--- config.mk ---
export PLATFORM = sky130hd
export DESIGN_NAME = mba_seq_mult
export DESIGN_NICKNAME = d
export VERILOG_FILES = /design/src/rtl/mba_pkg.sv /design/src/rtl/booth_r4_enc.sv /design/src/rtl/mba_seq_mult.sv
export SDC_FILE = /design/constraint.sdc
export NUM_CORES = 1
export LEC_CHECK = 0
export ABC_CLOCK_PERIOD_IN_PS = 11450
export CAP_MARGIN = 20
export CORE_MARGIN = 8
export CORE_UTILIZATION = 35
export CTS_BUF_LIST = sky130_fd_sc_hd__clkbuf_8
export DETAILED_ROUTE_END_ITERATION = 12
export HOLD_SLACK_MARGIN = 0.08
export PLACE_DENSITY = 0.56
export SETUP_SLACK_MARGIN = 0.1
export SLEW_MARGIN = 20
export SYNTH_ARGS = -nofsm -noshare
export SYNTH_HDL_FRONTEND = slang
export SYNTH_SLANG_ARGS = --single-unit
--- constraint.sdc ---
create_clock -name clock -period 11.45 [get_ports clock]
set_input_delay 1.145 -clock clock [delete_from_list [all_inputs] [get_ports clock]]
set_output_delay 1.145 -clock clock [all_outputs]
set_load 0.02 [all_outputs]
--- src/rtl/mba_pkg.sv ---
`default_nettype none
// ============================================================================
// Module   : mba_pkg
// Brief    : Shared types and helpers for the radix-4 Booth sequential multiplier.
// Revision : 1.0
// ============================================================================
package mba_pkg;

  typedef enum logic [1:0] {
    S_IDLE = 2'd0,
    S_RUN  = 2'd1,
    S_DONE = 2'd2
  } state_t;

  // Booth digit in -2..+2
  typedef logic signed [2:0] booth_digit_t;

  function automatic int num_digits(input int width);
    return width / 2 + 1;
  endfunction

  function automatic booth_digit_t booth_decode(input logic [2:0] triplet);
    case (triplet)
      3'b001, 3'b010: return 3'b001;
      3'b011:         return 3'b010;
      3'b100:         return 3'b110;
      3'b101, 3'b110: return 3'b111;
      default:        return 3'b000;
    endcase
  endfunction

endpackage
`default_nettype wire

--- src/rtl/booth_r4_enc.sv ---
`default_nettype none
// ============================================================================
// Module   : booth_r4_enc
// Brief    : Radix-4 Booth encoder; selects 0, +-1 or +-2 times the signed
//            multiplicand as a PP_W-bit two's complement partial product.
// Revision : 1.0
// ============================================================================
module booth_r4_enc
  import mba_pkg::*;
#(
  parameter int N    = 10,
  parameter int PP_W = N + 1
) (
  input  logic [2:0]      i_triplet,
  input  logic [N-1:0]    i_mcand,
  output logic [PP_W-1:0] o_pp
);

  booth_digit_t    w_digit;
  logic [PP_W-1:0] w_a1;
  logic [PP_W-1:0] w_a2;
  logic [PP_W-1:0] w_mag;

  assign w_digit = booth_decode(i_triplet);
  assign w_a1    = PP_W'($signed(i_mcand));
  assign w_a2    = {w_a1[PP_W-2:0], 1'b0};

  always_comb begin
    w_mag = '0;
    case (w_digit)
      3'b001, 3'b111: w_mag = w_a1;
      3'b010, 3'b110: w_mag = w_a2;
      default:        w_mag = '0;
    endcase
  end

  assign o_pp = w_digit[2] ? -w_mag : w_mag;

endmodule
`default_nettype wire

--- src/rtl/mba_seq_mult.sv ---
`default_nettype none
// ============================================================================
// Module   : mba_seq_mult
// Brief    : Iterative radix-4 Modified Booth multiplier, one digit per clock,
//            valid/ready on both sides. Optional MBA_SEQ_EARLY_TERM_EN stops
//            as soon as all remaining Booth digits are zero.
// Revision : 1.0
// ============================================================================
module mba_seq_mult
  import mba_pkg::*;
#(
  parameter int WIDTH = 8
) (
  input  logic               clock,
  input  logic               reset_n,
  input  logic               in_valid,
  output logic               in_ready,
  input  logic [WIDTH-1:0]   a,
  input  logic [WIDTH-1:0]   b,
  input  logic               signed_mode,
  output logic               out_valid,
  input  logic               out_ready,
  output logic [2*WIDTH-1:0] p,
  output logic               busy
);

  localparam int c_num_digits = num_digits(WIDTH);
  localparam int c_cnt_w      = $clog2(c_num_digits);
  localparam int c_acc_w      = 2 * WIDTH;
  localparam logic [c_cnt_w-1:0] c_last_digit = c_cnt_w'(c_num_digits - 1);

  state_t               r_state;
  state_t               w_next_state;
  logic [c_acc_w-1:0]   r_acc;
  logic [c_acc_w-1:0]   r_mcand;
  logic [c_acc_w-1:0]   r_p;
  logic [c_acc_w-1:0]   w_pp;
  logic [c_acc_w-1:0]   w_sum;
  logic [WIDTH+1:0]     r_mplier;
  logic [WIDTH+1:0]     w_a_ext;
  logic [WIDTH+1:0]     w_b_ext;
  logic                 r_lb;
  logic [c_cnt_w-1:0]   r_cnt;
  logic                 w_accept;
  logic                 w_last;

  assign w_a_ext  = {{2{signed_mode & a[WIDTH-1]}}, a};
  assign w_b_ext  = {{2{signed_mode & b[WIDTH-1]}}, b};
  assign w_accept = (r_state == S_IDLE) && in_valid;

  // Multiplicand is kept at accumulator width so the left shift replaces the 2i weighting.
  booth_r4_enc #(
    .N    (c_acc_w),
    .PP_W (c_acc_w)
  ) u_enc (
    .i_triplet ({r_mplier[1:0], r_lb}),
    .i_mcand   (r_mcand),
    .o_pp      (w_pp)
  );

  assign w_sum = r_acc + w_pp;

`ifdef MBA_SEQ_EARLY_TERM_EN
  // Arithmetic shift fills with the sign, so the upper bits cover every unexamined bit.
  assign w_last = (r_cnt == c_last_digit) ||
                  (r_mplier[WIDTH+1:2] == {WIDTH{r_mplier[1]}});
`else
  assign w_last = (r_cnt == c_last_digit);
`endif

  always_ff @(posedge clock or negedge reset_n) begin
    if (!reset_n) r_state <= S_IDLE;
    else          r_state <= w_next_state;
  end

  always_comb begin
    w_next_state = r_state;
    case (r_state)
      S_IDLE:  if (in_valid)  w_next_state = S_RUN;
      S_RUN:   if (w_last)    w_next_state = S_DONE;
      S_DONE:  if (out_ready) w_next_state = S_IDLE;
      default: w_next_state = S_IDLE;
    endcase
  end

  always_ff @(posedge clock or negedge reset_n) begin
    if (!reset_n) begin
      r_acc    <= '0;
      r_mcand  <= '0;
      r_mplier <= '0;
      r_lb     <= 1'b0;
      r_cnt    <= '0;
      r_p      <= '0;
    end else if (w_accept) begin
      r_acc    <= '0;
      r_mcand  <= {{(WIDTH-2){w_a_ext[WIDTH+1]}}, w_a_ext};
      r_mplier <= w_b_ext;
      r_lb     <= 1'b0;
      r_cnt    <= '0;
    end else if (r_state == S_RUN) begin
      r_acc    <= w_sum;
      r_mcand  <= {r_mcand[c_acc_w-3:0], 2'b00};
      r_mplier <= {{2{r_mplier[WIDTH+1]}}, r_mplier[WIDTH+1:2]};
      r_lb     <= r_mplier[1];
      r_cnt    <= r_cnt + 1'b1;
      if (w_last) r_p <= w_sum;
    end
  end

  assign in_ready  = (r_state == S_IDLE);
  assign busy      = (r_state != S_IDLE);
  assign out_valid = (r_state == S_DONE);
  assign p         = r_p;

endmodule
`default_nettype wire
# Yosys cells after proc, flatten, opt, wreduce, memory -nomap -nowiden

Cells that the tools add are included.

Bits in registers: 64
Logic and storage cells: 57
Input port bits: 21

Reduce and logical (&&, ||, !) cells: 10
Eq/ne operators: 16
Multiplexer cells: 17
Bitwise logic cells: 3
$add $sub $neg: 3

Operator list:

| kind                                                             | number |
|---|---|
| 16-bit two-way mux                                               | 5 |
| 16-bit case mux with 2 select lines                              | 1 |
| 3-bit == test (second input constant)                            | 6 |
| 16-bit adder                                                     | 1 |
| 16-bit negator                                                   | 1 |
| 3-bit case mux with 4 select lines                               | 1 |
| 10-bit two-way mux                                               | 1 |
| 3-bit by 2-bit == test with 1-bit output (second input constant) | 3 |
| 9-bit two-way mux                                                | 1 |
| 2-bit OR reduction                                               | 4 |
| 3-bit by 1-bit == test with 1-bit output (second input constant) | 2 |
| 2-bit two-way mux                                                | 3 |
| 3-bit two-way mux                                                | 2 |
| 2-bit case mux with 3 select lines                               | 1 |
| 3-bit AND reduction                                              | 2 |
| 2-bit != test (second input constant)                            | 2 |
| 2-bit nonzero test                                               | 2 |
| 3-bit by 1-bit adder with 3-bit output (second input constant)   | 1 |
| 1-bit AND                                                        | 2 |
| 2-bit by 1-bit == test with 1-bit output (second input constant) | 1 |
| 2-bit == test (second input constant)                            | 1 |
| 2-bit zero test                                                  | 1 |
| 1-bit two-way mux                                                | 2 |
| 2-bit by 1-bit != test with 1-bit output (second input constant) | 1 |
| other kinds (2)                                                  | 2 |

# Logic depth before layout (Yosys ltp)

Gate-level depths: netlist (run 1).

Depth in word-level cells: 11
Mapped depth: 18

# Hierarchy

A second synthesis (run 1) with hierarchy kept.

Cells, all modules: 554
Area, all modules: 4539.4 µm²

Modules (own cells, without submodules):

| module       | area each (µm²) | cells an instance | times used |
|---|---|---|---|
| mba_seq_mult | 3244.4          | 350               | 1 |
| booth_r4_enc | 1295.0          | 204               | 1 |

# Worst setup path after synthesis (run 1)

No wires, ideal clock.

Path type: register to register
Start point: register r_lb
End point: register r_acc[15]
Buffers on the path: 3
Arrival: 3581 ps
Clock period less this slack: 3711 ps
Library setup time: 130 ps
Slack: 7739 ps
Stages on the path, launching flop included: 17
Required time: 11320 ps
Cell sequence: dfrtp_1 > inv_1 > ha_1 > clkbuf_1 > clkbuf_1 > clkbuf_1 > nand2_1 > ha_1 > a31oi_1 > xor2_1 > ha_1 > a211o_1 > o21ai_0 > o31a_1 > o31ai_1 > xnor2_1 > o21ai_1

Cells in the longest elaborated chain, start to end: 11
Elaborated cells between the ends (all ways): 21
Classes of those cells: add/sub: 2; eq/ne: 10; mux: 5; reduce/logical: 4

RTL lines:

| item                                                             | line                | text |
|---|---|---|
| from (decl)                                                      | mba_seq_mult.sv:42  | `logic r_lb;` |
| from (signal assigned)                                           | mba_seq_mult.sv:104 | `r_lb <= r_mplier[1];` |
| 3-bit == test (tied with other cells)                            | mba_pkg.sv:23       | `case (triplet)` |
| 2-bit OR reduction                                               | mba_pkg.sv:23       |  |
| 3-bit case mux with 4 select lines (*)                           | mba_pkg.sv:23       |  |
| 3-bit by 2-bit == test with 1-bit output (tied with other cells) | booth_r4_enc.sv:30  | `case (w_digit)` |
| 2-bit OR reduction                                               | booth_r4_enc.sv:30  |  |
| 16-bit case mux with 2 select lines                              | booth_r4_enc.sv:30  |  |
| 16-bit negator                                                   | booth_r4_enc.sv:37  | `assign o_pp = w_digit[2] ? -w_mag : w_mag;` |
| 16-bit two-way mux (*)                                           | booth_r4_enc.sv:37  |  |
| 16-bit adder (*)                                                 | mba_seq_mult.sv:61  | `assign w_sum = r_acc + w_pp;` |
| 16-bit two-way mux (*)                                           | mba_seq_mult.sv:100 | `end else if (r_state == S_RUN) begin` |
| 16-bit two-way mux (*)                                           | mba_seq_mult.sv:94  | `end else if (w_accept) begin` |
| to (signal assigned)                                             | mba_seq_mult.sv:101 | `r_acc <= w_sum;` |
| to (decl)                                                        | mba_seq_mult.sv:34  | `logic [c_acc_w-1:0] r_acc;` |

Mark *: on every way between the ends. The rest lies on a longest branch, timed or not. The select of a mux whose other input is x is not followed.
A chain may end at the register's enable or synchronous reset.

# Worst setup path in the final report (run 1)

Start point: register r_lb
End point: register r_p[12], in the netlist p[12]

Cells in the longest elaborated chain, start to end: 9
Elaborated cells between the ends (all ways): 19
Classes of those cells: add/sub: 2; eq/ne: 10; mux: 3; reduce/logical: 4

RTL lines:

| item                                                             | line                | text |
|---|---|---|
| 3-bit == test (tied with other cells)                            | mba_pkg.sv:23       |  |
| 2-bit OR reduction                                               | mba_pkg.sv:23       |  |
| 3-bit case mux with 4 select lines (*)                           | mba_pkg.sv:23       |  |
| 3-bit by 2-bit == test with 1-bit output (tied with other cells) | booth_r4_enc.sv:30  |  |
| 2-bit OR reduction                                               | booth_r4_enc.sv:30  |  |
| 16-bit case mux with 2 select lines                              | booth_r4_enc.sv:30  |  |
| 16-bit negator                                                   | booth_r4_enc.sv:37  |  |
| 16-bit two-way mux (*)                                           | booth_r4_enc.sv:37  |  |
| 16-bit adder (*)                                                 | mba_seq_mult.sv:61  |  |
| to (signal assigned)                                             | mba_seq_mult.sv:106 | `if (w_last) r_p <= w_sum;` |
| to (decl)                                                        | mba_seq_mult.sv:36  | `logic [c_acc_w-1:0] r_p;` |

Mark *: on every way between the ends. The rest lies on a longest branch, timed or not.

==> results.md, run 1 <==
Outcome:
- The run finished with clean final reports.

Critical path:
- The setup path with the least slack is of type flop to flop.
- The worst setup path is launched from a flop.
- At the worst endpoint, the arrival time is 5.16 ns.
- In this run the worst setup path begins at r_lb.
- The most critical setup path has its endpoint at p[12].
- The source of the worst register-to-register timing path is r_lb.
- Measured in cells, the most critical reg-to-reg path has a length of 16.
- The endpoint of the most critical register-to-register path is p[12].
- The worst setup path is captured at a flop.
- The required time of the worst setup path is 11.72 ns.
- Setup slack on the worst reg-to-reg path comes out at 6.55 ns.
- The maximum fanout encountered on the critical timing path is 38.

Clock network:
- CTS saw 64 sinks.
- The clock tree from TritonCTS is done.
- After clock tree synthesis, the clock-pin slew on the worst setup and hold paths is 0.07 ns.
- The clock reaches the later pin of the worst-skew pair after 0.37 ns.
- Buffers inserted during clock tree synthesis total 9.
- The clock passes through at most 2 buffers.
- The post-cts hold buffer count is 0.
- The number of setup buffers added after CTS is 0.
- The tree is rooted in a sky130_fd_sc_hd__clkbuf_8.
- The H-tree was split into 3 levels.
- The number of instances resized during post-cts repair is 0.

STA:
- Setup repair after global routing left no endpoint under its margin.
- The aggregate negative setup slack is 0 ns.
- The headroom to the max-slew limit is 0.317.
- The clock arrives with 0.00794 ns of skew.
- The fmax is slightly above 200 MHz.
- In the finished design, the share of the clock period the worst path needs comes to 0.428.
- The count of endpoints failing hold in the final timing report is 0.
- The setup-violating endpoint count in the final report is 0.
- The max-slew violation count came to 0.
- Subtracting the final worst setup slack from the clock period gives roughly 4.9 ns.
- At the pin with the least slew margin, the transition time is 1.02 ns.

Routing:
- The wire length reported by the detailed router is 9.92 mm.
- The remaining design rule violation count is 0.
- The first-pass iteration count of the detailed router is 4.
- Dividing the detail-routed wire length by the instance count gives roughly 15 um.
- For this block, the via count after detailed routing is 3,517.
- The detailed router's first-iteration violation count is between 200 and 300.
- The remaining number of nets flagged by the antenna check after routing is 0.
- After detailed routing, the number of vias per cell comes to 5.31.

Worst hold path:
- In this run the worst hold path is classified as flop to flop.
- The start point of the worst min-delay path is p[3].

Logic synthesis:
- Summing every instance area after synthesis gives ~0.0041 mm^2.
- The most common flop cell mapped by yosys is sky130_fd_sc_hd__dfrtp_1.
- A synthesized cell averages approximately 8.2 um^2.
- After technology mapping, the gate count stands at 493.
- Synthesis inferred 64 register bits.
- The net count of the mapped netlist is 537.
- The proportion of register bits with asynchronous set or reset after synthesis is 1.00.
- The share of synthesized area occupied by flip-flops and latches is 0.394.
- In this run, synthesis inferred 0 flip-flops with an integrated enable.
- The netlist uses 48 different library cells.
- The number of warnings printed during yosys synthesis is 0.

GRT:
- The combined global-route utilization of all metal layers is 0.141.
- Entering global routing, the biggest net connects 65 pins.
- The global-route congestion overflow total is 0.
- The number of global-route vias before repair is roughly 3,400.
- The number of antenna violations at the first check in global routing is 0.
- The wire length of the first global-routing pass is 16.9 mm.

Floorplanning:
- The initialized floorplan defines 39 standard-cell rows.
- During I/O placement, the number of pins put on the boundary was 40.
- For this configuration, the core starts out at a cell density of 0.357.
- The core footprint is 0.0114 mm^2.
- From bottom edge to top edge, the die measures 124 um.
- The floorplan step set the die width to 124 um.
- The area enclosed by the die boundary is roughly 0.015 mm^2.

Finish:
- The utilization after layout is 0.416.
- The post-synthesis to final-layout area growth is 16.4%.
- The summed area of non-filler cells in the final layout is 0.00473 mm^2.
- The non-filler instance count after layout is 662.
- In the final layout, the share of cells above drive strength 1 is 0.0559.
- The number of antenna diodes in the final layout is 0.
- The final layout net count is between 500 and 600.

Placed design:
- The routability congestion estimate is 0.838.
- The instance area after placement is 0.00454 mm^2.
- The post-placement cell count is 646.
- The detailed-placement wirelength estimate is 7.00 mm.
- The total of buffers placed on input and output ports is 39.

Flow run:
- Max-cap violations in this run came to 0.
==> sequential cells by signal (all words and copies together) (netlist names) <==
| name | cells |
|---|---|
| p | 16 |
| r_acc | 16 |
| r_mcand | 16 |
| r_mplier | 10 |
| r_cnt | 3 |
| r_state | 2 |
| r_lb | 1 |
==> cells in the mapped netlist (3+ instances only) <==
master	number	area, um^2
sky130_fd_sc_hd__clkbuf_1	29	109
sky130_fd_sc_hd__nand3_1	19	95.1
sky130_fd_sc_hd__inv_1	13	48.8
sky130_fd_sc_hd__o22ai_1	3	18.8
sky130_fd_sc_hd__buf_1	4	15.0
sky130_fd_sc_hd__xor2_1	18	158
sky130_fd_sc_hd__a21oi_1	19	95.1
sky130_fd_sc_hd__nand2_1	107	402
sky130_fd_sc_hd__a31oi_1	19	119
sky130_fd_sc_hd__o41ai_1	6	52.6
sky130_fd_sc_hd__a211oi_1	4	30.0
sky130_fd_sc_hd__o31ai_1	7	52.6
sky130_fd_sc_hd__nor2_1	27	101
sky130_fd_sc_hd__o21ai_0	60	300
sky130_fd_sc_hd__dfrtp_1	64	1600
sky130_fd_sc_hd__ha_1	22	275
sky130_fd_sc_hd__xnor2_1	11	96.3
sky130_fd_sc_hd__a22oi_1	13	97.6
sky130_fd_sc_hd__a21o_1	3	22.5
sky130_fd_sc_hd__o21a_1	4	30.0
sky130_fd_sc_hd__nand2b_1	4	25.0
==> how the worst min path moves through the flow <==
stage,end,cells past startpoint
2_1_floorplan,r_mplier[2],2
3_3_place_gp,r_mplier[5],2
3_5_place_dp,r_mplier[3],2
4_1_cts,p[3],2
5_1_grt,r_mplier[3],2
6_report,p[3],2
==> cell type report <==
| cell class | instances | area, um^2 |
|---|---|---|
| Multi-Input combinational cell | 381 | 2280 |
| Clock buffer | 9 | 124 |
| Clock inverter | 7 | 63.8 |
| Inverter | 14 | 52.6 |
| Tap cell | 143 | 179 |
| Fill cell | 1156 | 6640 |
| Sequential cell | 64 | 1600 |
| Timing Repair Buffer | 44 | 423 |
==> layout by cell type, fill, tap and decap left out, drive strengths merged, types with 2 or more instances in the layout <==
| cell type | instances |
|---|---|
| o21a | 4 |
| nand2 | 108 |
| nor4 | 2 |
| clkbuf | 9 |
| o31a | 2 |
| a31oi | 19 |
| o31ai | 8 |
| nand2b | 4 |
| o311ai | 2 |
| nor2 | 27 |
| nor2b | 2 |
| and2 | 2 |
| dfrtp | 64 |
| buf | 6 |
| clkinvlp | 2 |
| o41ai | 6 |
| mux2 | 2 |
| nand3b | 2 |
| clkinv | 4 |
| xnor2 | 11 |
| a211oi | 4 |
| and3 | 2 |
| a21oi | 19 |
| o22ai | 3 |
| clkdlybuf4s50 | 38 |
| a22oi | 13 |
| nor3 | 3 |
| o21ai | 62 |
| nand3 | 19 |
| inv | 14 |
| ha | 22 |
| a21o | 3 |
| xor2 | 18 |
==> critical path, cell delays in order, from the launching register on <==
cell	delay (ns)
sky130_fd_sc_hd__dfrtp_1	0.39
sky130_fd_sc_hd__inv_1	0.07
sky130_fd_sc_hd__ha_1	0.96
sky130_fd_sc_hd__clkinv_1	0.53
sky130_fd_sc_hd__and3_1	0.28
sky130_fd_sc_hd__a21oi_1	0.18
sky130_fd_sc_hd__ha_1	0.26
sky130_fd_sc_hd__nor2_1	0.08
sky130_fd_sc_hd__xor2_1	0.20
sky130_fd_sc_hd__ha_1	0.34
sky130_fd_sc_hd__nor2b_1	0.15
sky130_fd_sc_hd__o21a_1	0.17
sky130_fd_sc_hd__o21ai_0	0.37
sky130_fd_sc_hd__a21oi_1	0.20
sky130_fd_sc_hd__o21ai_0	0.25
sky130_fd_sc_hd__a21oi_1	0.12
sky130_fd_sc_hd__o31ai_1	0.24
==> cells by family after synthesis <==
family                     share of synthesized area
adders and majority gates                     0.0727
DFF                                            0.394
xor gates and xnor gates                      0.0625
muxes                                        0.00554
AOI/OAI and AO/OA                              0.238
buffers and inverters                         0.0447
and+or+nand+nor                                0.182
==> through the flow <==
step                hold slack (ns)  setup WS, ns
floorplan                     0.446          7.74
global placement              0.459          6.75
detailed placement            0.468          6.58
CTS                           0.486          6.55
global route                  0.494          6.08
finish                        0.476          6.55
==> metal layers <==
| layer | track usage | share of wire | vias up |
|---|---|---|---|
| met4 | 0.0497 | 0.015 | 0 |
| li1 | - | - | 1771 |
| met5 | 0 | 0 | - |
| met3 | 0.0508 | 0.046 | 11 |
| met1 | 0.173 | 0.47 | 1674 |
| met2 | 0.224 | 0.47 | 61 |
Power of run 1 is not shown: default switching activity piles up to over one toggle a cycle in this logic, so the estimate is an artifact.
==> inputs of run 2 (changes only) <==
- ABC_CLOCK_PERIOD_IN_PS: 11450 -> 4700
- clock period: 11.45 -> 4.7 ns (I/O delays scaled with it)
==> run 2 against run 1 <==
Via count increased by 0.68%. Design area decreased by 0.16%. Setup slack got worse by 5.9 ns. Global-route usage decreased by 0.35 points. Register-to-register slack got worse by 5.9 ns. Wire length decreased by 0.18%. Count of clock-buffer cells in the layout increased by 1. Utilization decreased by 0.066 points. Critical path type unchanged. Critical endpoint unchanged. Highest routed layer unchanged.
==> results.md, run 2 (same netlist as run 1, synthesis figures left out) <==
Outcome:
- The run finished with clean final reports.

Finish:
- The area used by multi-input combinational logic is 0.00229 mm^2 (+0.33%).
- The final layout net count is 558 (unchanged).
- In the layout the commonest cells are sky130_fd_sc_hd__nand2_1, sky130_fd_sc_hd__dfrtp_1, sky130_fd_sc_hd__o21ai_0.
- The sequential cell area is 0.00160 mm^2 (unchanged).
- The final-layout fill cell count is 1,178 (+1.9%).
- The number of diodes is 0 (unchanged).
- The share of cells above drive strength 1 was 0.0617 (+0.00578).
- The most common cell after layout, fill and taps aside is sky130_fd_sc_hd__nand2_1.
- The post-synthesis to final-layout area growth is 16.2%.

STA:
- The post-layout minimum cycle time is 4.08 ns (-0.814 ns).
- The setup-violating endpoint count in the final report came to 0 (unchanged).
- The worst-case clock skew was 0.0103 ns (+0.00240 ns).
- The post-route clock period utilization is 0.869 (+0.441).
- The actual transition at the worst max-transition pin is 0.835 ns (-0.189 ns).
- Setup repair after global routing left no endpoint under its margin.
- The headroom to the max-slew limit is 0.443 (+0.126).
- The max-slew violation count is 0 (unchanged).
- The count of endpoints failing hold in the final timing report is 0 (unchanged).
- The aggregate negative setup slack is 0 ns (unchanged).
- The fmax was 245 MHz (+20%).

GRT:
- The wire length of the first global-routing pass came to 16.7 mm (-1.1%).
- The number of global-route vias before repair is 3,355 (-1.6%).
- The combined global-route utilization of all metal layers is 0.138 (-0.00345).
- The maximum number of pins on one net before global-route repair came to 65 (unchanged).
- The global-route congestion overflow total is 0 (unchanged).
- The number of antenna violations at the first check in global routing is 0 (unchanged).

Critical path:
- In this run the worst setup path begins at r_mplier[0].
- The required time of the worst setup path is 4.96 ns (-6.76 ns).
- The type of destination of the critical path is a flop.
- The critical path class is flop to flop.
- The maximum fanout encountered on the critical timing path came to 15 (-61%).
- The data arrival time of the critical path was 4.34 ns (-0.82 ns).
- The reg2reg setup slack came to 0.62 ns (-5.94 ns).
- The worst register-to-register path begins at r_mplier[0].
- The startpoint kind of the worst setup timing path is a flop.

Clock network:
- The worst-skew pair later-pin latency is 0.37 ns (about the same).
- CTS placed an instance of sky130_fd_sc_hd__clkbuf_8 at the clock tree root.
- TritonCTS built the clock tree.
- The clock transition time at the flip-flop clock pins of the worst setup and hold paths is 0.08 ns (about the same).
- The number of buffers created by CTS is 9 (unchanged).
- The buffers inserted during post-CTS setup optimization is 0 (unchanged).
- The post-cts hold buffer count is 0 (unchanged).
- The total number of clock tree sinks is 64 (unchanged).
- The number of buffers between clock root and the deepest sink is 2 (unchanged).
- The number of instances resized during post-cts repair was 0 (unchanged).
- The number of levels in the clock H-tree is 3 (unchanged).

Floorplanning:
- The core footprint is 0.0114 mm^2 (unchanged).
- The vertical die dimension is 124 um (unchanged).
- The area enclosed by the die boundary came to 0.0153 mm^2 (unchanged).
- The starting density of the core was 0.357 (unchanged).
- The number of cell rows is 39 (unchanged).
- The count of boundary I/O pins was 40 (unchanged).
- The width of the chip was 124 um (unchanged).

Placed design:
- The total of buffers placed on input and output ports is 39 (unchanged).
- The routability congestion estimate was 0.865 (+3.2%).
- The detailed-placement wirelength estimate came to 6.96 mm (-0.62%).

Worst hold path:
- The tightest min-delay check is of the input pin to async pin type.

Routing:
- The total via count after detailed routing is 3,541 (+0.68%).
- The routed via count divided by cell count is 5.35 (+0.68%).
- The detailed-route wire length per cell is 15.0 um (-0.18%).
- The detailed router's first-iteration violation count was 271 (+7.1%).
- The wire length reported by the detailed router is 9.90 mm (-0.18%).
- The first-pass iteration count of the detailed router is 4 (unchanged).
- The remaining number of nets flagged by the antenna check after routing was 0 (unchanged).
- The remaining design rule violation count came to 0 (unchanged).

Flow run:
- The count of max-cap constraint violations is 0 (unchanged).
-- run 2: changes by cell type in the layout (fill, tap and decap cells not counted), sizes merged --
cell	previous run	this run
bufinv	1	0
clkinv	4	5
clkbuf	9	10
inv	14	13
-- run 2: metrics by stage --
stage                     hold slack, ns   util  cells  area (um^2)  setup WS (ns)
after CTS                          0.305  0.415    662         4720          0.621
after detailed placement           0.463  0.400    646         4550          0.652
after global routing               0.372  0.415    662         4720          0.257
final                              0.271  0.415    662         4720          0.618
after global placement             0.459  0.399    646         4540          0.839
after floorplan                    0.174      -    493         4060          0.989
-- run 2: final cells by class --
| class | instances | area share |
|---|---|---|
| multi-input combinational | 381 | 0.486 |
| clock buffer | 10 | 0.0292 |
| clock inverter | 6 | 0.00742 |
| timing repair buffer | 44 | 0.0896 |
| inverter | 14 | 0.0111 |
| tap | 143 | 0.0379 |
| sequential | 64 | 0.339 |
-- run 2: worst paths after layout --
path | end | cells past startpoint
max | p[12] | 17
min | p[8] | 2
max reg2reg | p[12] | 17
min reg2reg | p[10] | 2
max in group asynchronous | p[7] | 2
min in group clock | p[10] | 2
-- run 2: layer usage --
metal | up-vias | share of wire | wire length (um) | global-route usage
li1 | 1784 | - | - | -
met1 | 1666 | 0.47 | 4670 | 0.178
met2 | 80 | 0.46 | 4520 | 0.211
met3 | 11 | 0.055 | 543 | 0.0363
met4 | 0 | 0.016 | 163 | 0.0609
met5 | - | 0 | 0 | 0
-- run 2: critical path, stage by stage, from the launching register on --
cell and delay (ns):
sky130_fd_sc_hd__dfrtp_1 0.38, sky130_fd_sc_hd__inv_1 0.09, sky130_fd_sc_hd__ha_1 0.24, sky130_fd_sc_hd__o31ai_4 0.28, sky130_fd_sc_hd__nand2_4 0.18, sky130_fd_sc_hd__and3_1 0.22
sky130_fd_sc_hd__a21oi_1 0.19, sky130_fd_sc_hd__ha_1 0.28, sky130_fd_sc_hd__nor2_1 0.08, sky130_fd_sc_hd__xor2_1 0.17, sky130_fd_sc_hd__ha_1 0.33, sky130_fd_sc_hd__nor2b_1 0.15
sky130_fd_sc_hd__o21a_1 0.18, sky130_fd_sc_hd__o21ai_0 0.37, sky130_fd_sc_hd__a21oi_1 0.21, sky130_fd_sc_hd__o21ai_0 0.25, sky130_fd_sc_hd__a21oi_1 0.12, sky130_fd_sc_hd__o31ai_1 0.24
Power of run 2 is left out for the same reason.
==> inputs of run 3 (changes only) <==
- CTS_BUF_LIST: sky130_fd_sc_hd__clkbuf_8 -> unset
==> run 3 against run 2 <==
Wire length fell by 0.18%. Critical path depth is the same. Flip-flop and latch count did not move. Maximum frequency is 0.22% higher. Register-to-register slack about the same. Critical path type unchanged.
==> results.md, run 3 (same netlist as run 1, synthesis figures left out) <==
Outcome:
- The run finished with clean final reports.

STA:
- The fmax is 246 MHz (+0.22%).
- The post-layout minimum cycle time is 4.07 ns (-0.00917 ns).
- The max-slew violation count was 0 (unchanged).
- The setup-violating endpoint count in the final report is 0 (unchanged).
- The actual transition at the worst max-transition pin came to 0.832 ns (-0.00382 ns).
- The post-route clock period utilization is 0.867 (-0.00195).
- Setup repair after global routing left no endpoint under its margin.
- The count of endpoints failing hold in the final timing report is 0 (unchanged).
- The final worst setup slack is 0.627 ns (+0.00917 ns).
- The worst-case clock skew is 0.0112 ns (+0.000817 ns).
- The headroom to the max-slew limit was 0.446 (+0.00255).
- The aggregate negative setup slack came to 0 ns (unchanged).

Critical path:
- The required time of the worst setup path was 4.93 ns (-0.03 ns).
- The type of destination of the critical path is a flop.
- The largest individual stage delay along the critical path comes from the cell sky130_fd_sc_hd__dfrtp_1.
- The reg2reg setup slack is 0.63 ns (about the same).
- The source of the worst register-to-register timing path is r_mplier[0].
- The maximum fanout encountered on the critical timing path is 15 (unchanged).
- The critical path goes through inv_1 > ha_1 > o31ai_4 > nand2_4 > and3_1 > a21oi_1 > ha_1 > nor2_1 > xor2_1 > ha_1 > nor2b_1 > o21a_1 > o21ai_0 > a21oi_1 > o21ai_0 > a21oi_1 > o31ai_1.
- The worst setup path is of the flop to flop kind.
- The data arrival time of the critical path is 4.31 ns (-0.03 ns).
- The critical path launch point is r_mplier[0].
- STA classifies the critical path startpoint as a flop.
- The worst stage delay on the critical path is 0.38 ns (about the same).

Finish:
- The final-layout fill cell count is 1,171 (-0.59%).
- The non-filler instance count after layout is 662 (unchanged).
- Leaving out fill and tap cells, the most frequent cells in the layout are sky130_fd_sc_hd__nand2_1, sky130_fd_sc_hd__dfrtp_1, sky130_fd_sc_hd__o21ai_0.
- The post-synthesis to final-layout area growth is 18.7%.
- The final layout net count is 558 (unchanged).
- Leaving out fill and tap cells, the most frequent cell in the layout is sky130_fd_sc_hd__nand2_1.
- The number of diodes was 0 (unchanged).
- The share of cells above drive strength 1 is 0.0617 (unchanged).

Routing:
- The wire length reported by the detailed router came to 9.89 mm (-0.18%).
- The routed via count divided by cell count was 5.37 (+0.45%).
- The detailed-route wire length per cell is 14.9 um (-0.18%).
- The remaining number of nets flagged by the antenna check after routing is 0 (unchanged).
- The total via count after detailed routing came to 3,557 (+0.45%).
- The detailed router's first-iteration violation count was 247 (-8.9%).
- The first-pass iteration count of the detailed router is 5 (+1).
- The remaining design rule violation count is 0 (unchanged).

Worst hold path:
- The class of the tightest hold or removal check is input pin to async pin.

Placed design:
- The detailed-placement wirelength estimate is 6.96 mm (unchanged).
- The post-placement cell count is 646 (unchanged).
- The pre-CTS worst setup slack is 0.652 ns (unchanged).
- The total of buffers placed on input and output ports is 39 (unchanged).
- The routability congestion estimate is 0.865 (unchanged).

Clock network:
- The clock tree from TritonCTS is done.
- The total number of clock tree sinks came to 64 (unchanged).
- The cell chosen for the clock root is sky130_fd_sc_hd__clkbuf_16.
- The number of instances resized during post-cts repair is 0 (unchanged).
- The number of buffers created by CTS is 9 (unchanged).
- The buffers inserted during post-CTS setup optimization came to 0 (unchanged).
- The number of buffers between clock root and the deepest sink is 2 (unchanged).
- The post-cts hold buffer count is 0 (unchanged).
- The clock transition time at the flip-flop clock pins of the worst setup and hold paths is 0.06 ns (-0.02 ns).
- The worst-skew pair later-pin latency is 0.34 ns (-0.03 ns).
- The number of levels in the clock H-tree is 3 (unchanged).

Floorplanning:
- The core footprint is 0.0114 mm^2 (unchanged).
- The count of boundary I/O pins is 40 (unchanged).
- The area enclosed by the die boundary came to 0.0153 mm^2 (unchanged).
- The vertical die dimension is 124 um (unchanged).
- The number of cell rows is 39 (unchanged).
- The width of the chip was 124 um (unchanged).
- The starting density of the core was 0.357 (unchanged).

GRT:
- The number of antenna violations at the first check in global routing is 0 (unchanged).
- The global-route congestion overflow total is 0 (unchanged).
- The number of global-route vias before repair is 3,364 (+0.27%).
- The combined global-route utilization of all metal layers is 0.138 (+0.000288).
- The maximum number of pins on one net before global-route repair came to 65 (unchanged).
- The wire length of the first global-routing pass is 16.7 mm (about the same).

Flow run:
- The count of max-cap constraint violations is 0 (unchanged).
-- run 3: cell counts in the layout (fill, tap and decap cells not counted) --
Identical to the previous run, type by type.
-- run 3: critical path: cells and delay by family (launching register included) --
| kind | cells | cell delay, ns |
|---|---|---|
| AOI/OAI and AO/OA | 8 | 1.85 |
| xor gates and xnor gates | 1 | 0.17 |
| and+or+nand+nor | 4 | 0.63 |
| buffers and inverters | 1 | 0.09 |
| DFF | 1 | 0.38 |
| adders and majority gates | 3 | 0.84 |
-- run 3: metal layers --
metal / up-vias / GRT usage / part of all wire
li1: 1779 / - / -
met1: 1677 / 0.179 / 0.48
met2: 93 / 0.212 / 0.46
met3: 8 / 0.0417 / 0.054
met4: 0 / 0.0519 / 0.011
met5: - / 0 / 0
-- run 3: area by class of cell --
cell class              count  area (um^2)  share of cell area
inverters                  14         52.6              0.0109
flip-flops and latches     64         1600               0.332
well taps                 143          179              0.0371
repair buffers             44          423              0.0877
multi-input cells         381         2290               0.475
clock buffers              10          239              0.0496
clock inverters             6         35.0             0.00727
-- run 3: through the flow --
stage                      util  hold WS (ns)  area [um^2]
after CTS                 0.424         0.346         4820
after detailed placement  0.400         0.463         4550
after global routing      0.424         0.405         4820
after floorplan               -         0.174         4060
after global placement    0.399         0.459         4540
final                     0.424         0.301         4820
-- run 3: worst paths after layout --
check	cells after the start	end
setup reg to reg	17	p[12]
hold / removal	2	p[8]
min in group clock	2	p[10]
max in group asynchronous	2	p[6]
setup / recovery	17	p[12]
hold reg to reg	2	p[10]
Power of run 3 is left out for the same reason.
